## src/rtl/input_sel_pkg.sv

```systemverilog
// ============================================================================
// Module   : input_sel_pkg
// Brief    : State encoding and default parameter values for input_failover_ctrl.
// Revision : 1.0
// ============================================================================
`default_nettype none

package input_sel_pkg;

    typedef enum logic [1:0] {
        IDLE = 2'd0,
        PRI  = 2'd1,
        SEC  = 2'd2,
        HOLD = 2'd3
    } fo_state_t;

    localparam int unsigned C_WIN_LOG2     = 8;
    localparam int unsigned C_MIN_EDGES    = 4;
    localparam int unsigned C_GOOD_WINDOWS = 4;
    localparam int unsigned C_HOLDOFF      = 64;

endpackage

`default_nettype wire

```

## src/rtl/edge_window_counter.sv

```systemverilog
// ============================================================================
// Module   : edge_window_counter
// Brief    : Rising-edge counter for one serial input, evaluated per window.
// Revision : 1.0
// ============================================================================
`default_nettype none

module edge_window_counter #(
    parameter int unsigned MIN_EDGES = 4
) (
    input  logic clk,
    input  logic rst,
    input  logic sig_i,
    input  logic we_i,
    output logic active_now_o,
    output logic active_o
);

    logic       prev_q;
    logic [7:0] cnt_q;
    logic [7:0] cnt_d;
    logic [7:0] cnt_tot_w;
    logic       rise_w;
    logic       active_q;

    assign rise_w = sig_i & ~prev_q;

    // An edge landing on the window-end cycle still belongs to the closing window.
    assign cnt_tot_w    = (cnt_q == 8'hFF) ? 8'hFF : (cnt_q + {7'd0, rise_w});
    assign active_now_o = (cnt_tot_w >= 8'(MIN_EDGES));
    assign cnt_d        = we_i ? 8'd0 : cnt_tot_w;
    assign active_o     = active_q;

    always_ff @(posedge clk or posedge rst) begin
        if (rst) begin
            prev_q   <= 1'b0;
            cnt_q    <= 8'd0;
            active_q <= 1'b0;
        end else begin
            prev_q <= sig_i;
            cnt_q  <= cnt_d;
            if (we_i) begin
                active_q <= active_now_o;
            end
        end
    end

endmodule

`default_nettype wire

```

## src/rtl/input_failover_ctrl.sv

```systemverilog
// ============================================================================
// Module   : input_failover_ctrl
// Brief    : Primary/secondary serial input supervisor with holdoff-guarded
//            failover and failback. Define FAILOVER_IRQ_EN to build irq and
//            switch_cnt logic; otherwise both outputs are tied to 0.
// Revision : 1.0
// ============================================================================
`default_nettype none

module input_failover_ctrl
    import input_sel_pkg::*;
#(
    parameter int unsigned WIN_LOG2     = C_WIN_LOG2,
    parameter int unsigned MIN_EDGES    = C_MIN_EDGES,
    parameter int unsigned GOOD_WINDOWS = C_GOOD_WINDOWS,
    parameter int unsigned HOLDOFF      = C_HOLDOFF
) (
    input  logic       clk,
    input  logic       rst,
    input  logic       in0,
    input  logic       in1,
    input  logic       testmode,
    output logic       out,
    output logic       out_valid,
    output logic       in0selected,
    output logic [1:0] state,
    output logic [1:0] active,
    output logic       irq,
    output logic [7:0] switch_cnt
);

    logic [WIN_LOG2-1:0] win_cnt_q;
    logic                we_w;
    logic                a0_w, a1_w;
    logic                act0_w, act1_w;

    fo_state_t  state_q, state_d;
    logic       sel_q, sel_d;
    logic [3:0] good_q, good_d;
    logic [7:0] hold_q, hold_d;
    logic       enter_hold_w;
    logic       out_q;
    logic       valid_d_w;
    logic       eff_d_w;

    assign we_w = &win_cnt_q;

    edge_window_counter #(.MIN_EDGES(MIN_EDGES)) u_ewc0 (
        .clk          (clk),
        .rst          (rst),
        .sig_i        (in0),
        .we_i         (we_w),
        .active_now_o (a0_w),
        .active_o     (act0_w)
    );

    edge_window_counter #(.MIN_EDGES(MIN_EDGES)) u_ewc1 (
        .clk          (clk),
        .rst          (rst),
        .sig_i        (in1),
        .we_i         (we_w),
        .active_now_o (a1_w),
        .active_o     (act1_w)
    );

    always_comb begin
        state_d      = state_q;
        sel_d        = sel_q;
        good_d       = good_q;
        hold_d       = hold_q;
        enter_hold_w = 1'b0;
        case (state_q)
            IDLE: begin
                if (we_w) begin
                    if (a0_w) begin
                        state_d = PRI;
                        sel_d   = 1'b0;
                    end else if (a1_w) begin
                        state_d = SEC;
                        sel_d   = 1'b1;
                    end
                end
            end
            PRI: begin
                if (we_w && !a0_w) begin
                    if (a1_w) begin
                        enter_hold_w = 1'b1;
                        sel_d        = 1'b1;
                    end else begin
                        state_d = IDLE;
                    end
                end
            end
            SEC: begin
                if (we_w) begin
                    if (a0_w) begin
                        if ((good_q + 4'd1) == 4'(GOOD_WINDOWS)) begin
                            enter_hold_w = 1'b1;
                            sel_d        = 1'b0;
                        end else begin
                            good_d = good_q + 4'd1;
                        end
                    end else begin
                        good_d = 4'd0;
                        if (!a1_w) begin
                            state_d = IDLE;
                        end
                    end
                end
            end
            HOLD: begin
                // Window ends are deliberately ignored here, including one on the expiry cycle.
                hold_d = hold_q + 8'd1;
                if (hold_q == 8'(HOLDOFF - 1)) begin
                    state_d = sel_q ? SEC : PRI;
                end
            end
            default: state_d = IDLE;
        endcase
        if (enter_hold_w) begin
            state_d = HOLD;
            good_d  = 4'd0;
            hold_d  = 8'd0;
        end
    end

    assign valid_d_w = (state_d != IDLE);
    assign eff_d_w   = sel_d ^ testmode;

    always_ff @(posedge clk or posedge rst) begin
        if (rst) begin
            win_cnt_q <= '0;
            state_q   <= IDLE;
            sel_q     <= 1'b0;
            good_q    <= 4'd0;
            hold_q    <= 8'd0;
            out_q     <= 1'b0;
        end else begin
            win_cnt_q <= win_cnt_q + 1'b1;
            state_q   <= state_d;
            sel_q     <= sel_d;
            good_q    <= good_d;
            hold_q    <= hold_d;
            out_q     <= valid_d_w & (eff_d_w ? in1 : in0);
        end
    end

    assign out         = out_q;
    assign out_valid   = (state_q != IDLE);
    assign in0selected = out_valid & ~(sel_q ^ testmode);
    assign state       = state_q;
    assign active      = {act1_w, act0_w};

`ifdef FAILOVER_IRQ_EN
    logic       irq_q;
    logic [7:0] swcnt_q;

    always_ff @(posedge clk or posedge rst) begin
        if (rst) begin
            irq_q   <= 1'b0;
            swcnt_q <= 8'd0;
        end else begin
            irq_q <= enter_hold_w;
            if (enter_hold_w && (swcnt_q != 8'hFF)) begin
                swcnt_q <= swcnt_q + 8'd1;
            end
        end
    end

    assign irq        = irq_q;
    assign switch_cnt = swcnt_q;
`else
    assign irq        = 1'b0;
    assign switch_cnt = 8'd0;
`endif

endmodule

`default_nettype wire
```

## config.mk

```make
export PLATFORM = sky130hd
export DESIGN_NAME = input_failover_ctrl
export DESIGN_NICKNAME = d
export VERILOG_FILES = /design/src/rtl/input_sel_pkg.sv /design/src/rtl/edge_window_counter.sv /design/src/rtl/input_failover_ctrl.sv
export SDC_FILE = /design/constraint.sdc
export NUM_CORES = 1
export LEC_CHECK = 0
export CORE_MARGIN = 2
export CORE_UTILIZATION = 45
export DETAILED_ROUTE_END_ITERATION = 12
export HOLD_SLACK_MARGIN = 0.06
export SLEW_MARGIN = 30
export SYNTH_ARGS = -nofsm -noshare
export SYNTH_HDL_FRONTEND = slang
export SYNTH_SLANG_ARGS = --single-unit
```

## constraint.sdc

```tcl
create_clock -name clk -period 6.1 [get_ports clk]
set_clock_uncertainty 0.2 [all_clocks]
set_input_delay 1.22 -clock clk [delete_from_list [all_inputs] [get_ports clk]]
set_output_delay 1.22 -clock clk [all_outputs]
set_load 0.02 [all_outputs]
```

# Yosys cells after proc, flatten, opt, wreduce, memory -nomap -nowiden
# Index checks and enable logic that the tools add are counted.
dict set report op_classes {
  addsub 5
  n_lt_le_gt_ge 2
  n_eq_ne 8
  n_mux 37
  n_bitwise 9
  n_reduce_logical 10
}
# cell n
set ops {}
lappend ops {{8-bit 2-to-1 mux} 6}
lappend ops {{2-bit 2-to-1 mux} 10}
lappend ops {{4-bit 2-to-1 mux} 5}
lappend ops {{8-bit by 1-bit adder with 8-bit output} 2}
lappend ops {{8-bit by 1-bit adder with 8-bit output, second input constant} 2}
lappend ops {{8-bit equality test, second input constant} 2}
lappend ops {{8-bit by 3-bit >= comparator with 1-bit output, second input constant} 2}
lappend ops {{1-bit 2-to-1 mux} 13}
lappend ops {{2-bit nonzero test} 5}
lappend ops {{8-bit by 6-bit equality test with 1-bit output, second input constant} 1}
lappend ops {{2-bit case mux with 4 select lines} 1}
lappend ops {{8-bit AND reduction} 1}
lappend ops {{4-bit by 1-bit adder with 4-bit output, second input constant} 1}
lappend ops {{1-bit bitwise AND} 4}
lappend ops {{2-bit equality test, second input constant} 2}
lappend ops {{4-bit by 3-bit equality test with 1-bit output, second input constant} 1}
lappend ops {{3-bit != test, second input constant} 1}
lappend ops {{1-bit NOT} 3}
lappend ops {{1-bit case mux with 3 select lines} 1}
lappend ops {{3-bit AND reduction} 1}
lappend ops {{2-bit by 1-bit equality test with 1-bit output, second input constant} 1}
lappend ops {{2-bit zero test} 1}
lappend ops {{1-bit case mux with 2 select lines} 1}
lappend ops {{1-bit XOR} 2}
lappend ops {{2 further kinds} 2}
dict set report word_totals {
  register_bits 44
  inputBits 5
  out_inout_bits 16
  word_cells 83
}

# Logic depth before layout (Yosys ltp)
dict set report logic_depth {
  depth_word 12
  mapped_depth 11
  depth_no_buf 11
}

# By module
# From an unflattened synthesis, not the netlist that was laid out.
dict set report unflattened {
  cells_unflattened 280
  hier_area_um2 2640.0
}
# mod instances cells_per_inst area_each_um2 seq_area_each_um2
set by_module_without_submodules {}
lappend by_module_without_submodules {input_failover_ctrl 1 172 1579.0 600.6}
lappend by_module_without_submodules {edge_window_counter 2 54 530.5 250.2}

# Least setup slack after synthesis
# Ideal clock, no wire load.
dict set report synth_timing {
  path_type {input to register}
  from {input port in1}
  to {register out_q, in the netlist out}
  setup_ns 0.119
  t_arrival_ns 3.188
  t_required_ns 5.781
  slack_ns 2.593
  stages 11
  path_buffers 0
  cell_sequence {nor2b_1 ha_1 ha_1 and2_1 a21o_1 a21oi_1 a31oi_1 o221a_4 xnor2_1 mux2_1 o21a_1}
}
dict set report synth_between {
  elab_chain_cells 11
  word_cells_on_any_way 25
  classes_between {add/sub: 1; order compare: 1; mux: 19; bitwise: 3; reduce/logical: 1}
}
# item line_no
set synth_lines {}
lappend synth_lines {{from (decl)} input_failover_ctrl.sv:21} ;# input logic in1,
lappend synth_lines {{1-bit bitwise AND (*)} edge_window_counter.sv:26} ;# assign rise_w = sig_i & ~prev_q;
lappend synth_lines {{8-bit by 1-bit adder with 8-bit output (*)} edge_window_counter.sv:29} ;# assign cnt_tot_w = (cnt_q == 8'hFF) ? 8'hFF : (cnt_q + {7'd0, rise_w});
lappend synth_lines {{8-bit 2-to-1 mux (*)} edge_window_counter.sv:29}
lappend synth_lines {{8-bit by 3-bit >= comparator with 1-bit output (*)} edge_window_counter.sv:30} ;# assign active_now_o = (cnt_tot_w >= 8'(MIN_EDGES));
lappend synth_lines {{1-bit 2-to-1 mux (*)} {input_failover_ctrl.sv:78, input_failover_ctrl.sv:86}}
lappend synth_lines {{1-bit 2-to-1 mux} input_failover_ctrl.sv:75} ;# if (a0_w) begin
lappend synth_lines {{1-bit 2-to-1 mux} input_failover_ctrl.sv:74} ;# if (we_w) begin
lappend synth_lines {{1-bit case mux with 3 select lines (*)} input_failover_ctrl.sv:72} ;# case (state_q)
lappend synth_lines {{via sel_d} input_failover_ctrl.sv:38} ;# logic sel_q, sel_d;
lappend synth_lines {{1-bit XOR (*)} input_failover_ctrl.sv:128} ;# assign eff_d_w = sel_d ^ testmode;
lappend synth_lines {{1-bit 2-to-1 mux (*)} input_failover_ctrl.sv:144} ;# out_q <= valid_d_w & (eff_d_w ? in1 : in0);
lappend synth_lines {{1-bit bitwise AND (*)} input_failover_ctrl.sv:144}
lappend synth_lines {{to (signal assigned)} input_failover_ctrl.sv:144}
lappend synth_lines {{to (decl)} input_failover_ctrl.sv:42} ;# logic out_q;
# Mark *: on every way through the listed nets, which the timed path passes. The rest lies on a longest branch.
# A chain may end at the register's enable or synchronous reset.

# Worst setup path in the final report
dict set report layout_timing {
  from {input port in0}
  to {register out_q, in the netlist out}
}
dict set report layout_between {
  elab_chain_cells 11
  word_cells_on_any_way 27
  classes_between {add/sub: 1; order compare: 1; mux: 19; bitwise: 3; reduce/logical: 3}
}
# item line_no
set layout_lines {}
lappend layout_lines {{from (decl)} input_failover_ctrl.sv:20} ;# input logic in0,
lappend layout_lines {{1-bit bitwise AND (*)} edge_window_counter.sv:26}
lappend layout_lines {{8-bit by 1-bit adder with 8-bit output (*)} edge_window_counter.sv:29}
lappend layout_lines {{8-bit 2-to-1 mux (*)} edge_window_counter.sv:29}
lappend layout_lines {{8-bit by 3-bit >= comparator with 1-bit output (*)} edge_window_counter.sv:30}
lappend layout_lines {{1-bit zero test} input_failover_ctrl.sv:85} ;# if (we_w && !a0_w) begin
lappend layout_lines {{1-bit logical AND} input_failover_ctrl.sv:85}
lappend layout_lines {{2-bit 2-to-1 mux or 1-bit 2-to-1 mux (tied branches)} input_failover_ctrl.sv:85}
lappend layout_lines {{2-bit case mux with 4 select lines or 1-bit case mux with 2 select lines (tied branches)} input_failover_ctrl.sv:72}
lappend layout_lines {{2-bit 2-to-1 mux (*)} input_failover_ctrl.sv:120} ;# if (enter_hold_w) begin
lappend layout_lines {{via state_d[1]} input_failover_ctrl.sv:37} ;# fo_state_t state_q, state_d;
lappend layout_lines {{2-bit nonzero test (*)} input_failover_ctrl.sv:127} ;# assign valid_d_w = (state_d != IDLE);
lappend layout_lines {{1-bit bitwise AND (*)} input_failover_ctrl.sv:144}
# Marks and branches as above.

==> summary.txt <==
Logic synthesis
  – Post-synthesis cell count: 259
  – Post-synth EDFFs: 0
  – Top FF cell, synth: dfrtp_1
  – Sequential area share after synthesis: 0.441
  – Synth area leaders: dfrtp_1 (44%), ha_1 (6.5%), xnor2_1 (4.2%)
  – Mapped Area: 2500 µm²
  – Flops & latches, synth: 44
  – Yosys top cell area share: 0.441
  – Most instantiated library cell after synthesis: dfrtp_1
  – Synth cell count leaders: dfrtp_1 (44), nor2_1 (27), nand2_1 (18)
  – Mean post-synth cell area: 9.64 µm²
  – Ys async rst share: 1.00
  – Yosys top cell by area: dfrtp_1
  – Post-synthesis cell type count: 49
  – Yosys warning count: 0

Setup path
  – Reg2reg path depth: 10
  – Critical path origin: in0
  – Reg-to-reg endpoint: out
  – Crit start category: input pin
  – Flop-to-flop setup slack: 3.13 ns
  – CP endpoint kind: flip-flop
  – Required @ worst endpoint: 6.15 ns
  – Worst setup path class: input pin to flip-flop
  – Critical Path AT: 4.10 ns
  – Worst R2R Start: u_ewc0.prev_q
  – Crit path to: out
  – CP max FO: 14

Timing
  – FMAX: 0.247 GHz
  – Endpoints failing setup: 0
  – Final min period: 4.06 ns
  – RSZ-0062 raised after global routing: no
  – Setup TNS: 0 ns
  – Fin crit share: 0.665
  – Worst slew pin tran: 0.695 ns
  – Final slew viol count: 0
  – Max-slew headroom: 0.537
  – Final Hold Vio Count: 0

Drt
  – M1 WL: 2.21 mm
  – 1st-iter DRT viols: 81
  – Drt total wl: 4.40 mm
  – DR vias/cell: 5.28
  – Initial DRT Pass Iterations: 4
  – Drt drc: 0
  – Via count: 1,789
  – Max Used Layer: met4
  – Antenna viol nets, final: 0
  – DR WL met3: 160 µm
  – Drt wl/cell: 13.0 µm
  – Met2 Routed Length: 1.94 mm

Outcome
  – Status: complete, no violations

Clocking
  – Clk_lat worst skew: 0.30 ns
  – Post-CTS Resized: 0
  – CTS tree: done
  – Post-CTS Setup Inserts: 0
  – # H-tree levels: 2
  – Clock transition at path regs: 0.09 ns
  – TritonCTS Sinks: 44
  – Clock Path Buffers: 2
  – CTS Hold Bufs: 0
  – Clock Tree Root: clkbuf_8
  – TritonCTS Buffers: 5

GRT
  – GRT overflow: 0
  – First-pass GRT wire length: 7.64 mm
  – Gr usage total: 0.156
  – Vias in the first global route: 1,699
  – Largest net degree at the start of global routing: 45
  – Initial antenna violation count: 0

Final layout
  – Number of fillers in the final layout: 513
  – Nets: 284
  – N_diodes: 0
  – Proportion of layout cells with a drive suffix above 1: 0.0637
  – Layout Utilization: 0.502
  – Synthesis-to-finish area growth: 9.27%

Floorplanning
  – DIE AREA: 6160 µm²
  – Core Region: 5440 µm²
  – Die W: 78.5 µm
  – Starting Density: 0.459
  – Die Y: 78.5 µm
  – Top Ports: 21
  – Core Rows: 27

Placement
  – Number of I/O port buffers: 11
  – Global placement routability congestion: 0.788
  – HPWL after DPL: 3.08 mm

Job
  – Max cap viols: 0

Power
  – Lkg Pwr: 1.27 nW
  – Total power: 0.800 mW
  – VDD IR max: 145 µV
  – Pwr Density: 293 nW/µm²

Min path
  – Hold Path Class: flip-flop to flip-flop
[registers in the layout (all words and copies together), names as in the netlist]
signal / cells
out: 1
win_cnt_q: 8
u_ewc0.active_o: 1
sel_q: 1
u_ewc1.prev_q: 1
good_q: 4
u_ewc1.cnt_q: 8
state: 2
u_ewc0.prev_q: 1
hold_q: 8
u_ewc1.active_o: 1
u_ewc0.cnt_q: 8
[how the worst min path moves through the flow]
stage,start,to,slack [ns],cells after the start
finish,win_cnt_q[5],win_cnt_q[5],0.27,1
global route,win_cnt_q[5],win_cnt_q[5],0.32,1
CTS,win_cnt_q[5],win_cnt_q[5],0.27,1
detailed placement,win_cnt_q[5],win_cnt_q[5],0.26,1
global placement,win_cnt_q[5],win_cnt_q[5],0.26,1
floorplan,win_cnt_q[5],win_cnt_q[5],0.24,1
[logic make-up after synthesis]
family | Yosys count | share of synthesized area
AND/OR/NAND/NOR | 104 | 0.218
flip-flops | 44 | 0.441
AO/OA/AOI/OAI | 40 | 0.107
buffers and inverters | 28 | 0.0621
XOR/XNOR | 23 | 0.0807
adder cells (fa/ha/maj) | 13 | 0.0651
multiplexers | 6 | 0.0251
other | 1 | 0.00150
[area by class of cell]
class                      count  area, µm²  area share
clock buffer                   5       68.8      0.0252
clock inverter                 3       46.3      0.0170
inverter                       8       30.0      0.0110
multi-input combinational    195       1270       0.467
sequential                    44       1100       0.403
tap                           72       90.1      0.0330
timing repair buffer          12        118      0.0431
[placed cells by master, fill, tap and decap left out, drive strengths merged, types with 3 or more instances in the layout]
| master | synthesis | routed |
|---|---|---|
| nor2b | 3 | 3 |
| clkdlybuf4s50 | 0 | 11 |
| mux2i | 4 | 4 |
| conb | 1 | 9 |
| and4 | 4 | 4 |
| inv | 8 | 8 |
| ha | 13 | 13 |
| nor3 | 3 | 3 |
| nand2b | 3 | 3 |
| nand2 | 18 | 18 |
| or2 | 3 | 3 |
| a31oi | 3 | 3 |
| clkbuf | 5 | 5 |
| nand4 | 9 | 9 |
| o21ai | 5 | 5 |
| and3 | 9 | 9 |
| xnor2 | 12 | 12 |
| nor2 | 27 | 27 |
| nand3 | 15 | 15 |
| a21oi | 15 | 15 |
| xor2 | 11 | 11 |
| dfrtp | 44 | 44 |
[routing by layer]
metal / global-route usage / vias up
met5: 0 / -
met1: 0.210 / 852
met2: 0.242 / 30
met3: 0.0356 / 8
li1: - / 899
met4: 0.0702 / 0
[per-stage QoR]
stage / hold WS (ns) / area, µm² / setup slack (ns) / instances
after CTS: 0.274 / 2730 / 1.72 / 339
after detailed placement: 0.257 / 2610 / 1.42 / 331
after global placement: 0.255 / 2610 / 1.56 / 331
final: 0.270 / 2730 / 2.04 / 339
after global routing: 0.320 / 2730 / 1.82 / 339
after floorplan: 0.238 / 2530 / 2.59 / 267
[where the power goes]
group / internal [mW] / switching [mW]
Sequential: 0.342 / 0.0636
Combinational: 0.0833 / 0.0808
Clock: 0.123 / 0.106
Total: 0.549 / 0.251
[critical path, stage by stage]
cell and delay, ns:
clkdlybuf4s50_1 0.50, nor2b_1 0.16, ha_1 0.24, ha_1 0.24, or2_2 0.15, o22ai_1 0.07
and3_1 0.28, or3b_1 0.43, a21oi_2 0.48, nand4b_1 0.21, o21a_1 0.11
No activity file was read; power rests on OpenSTA's default activity.
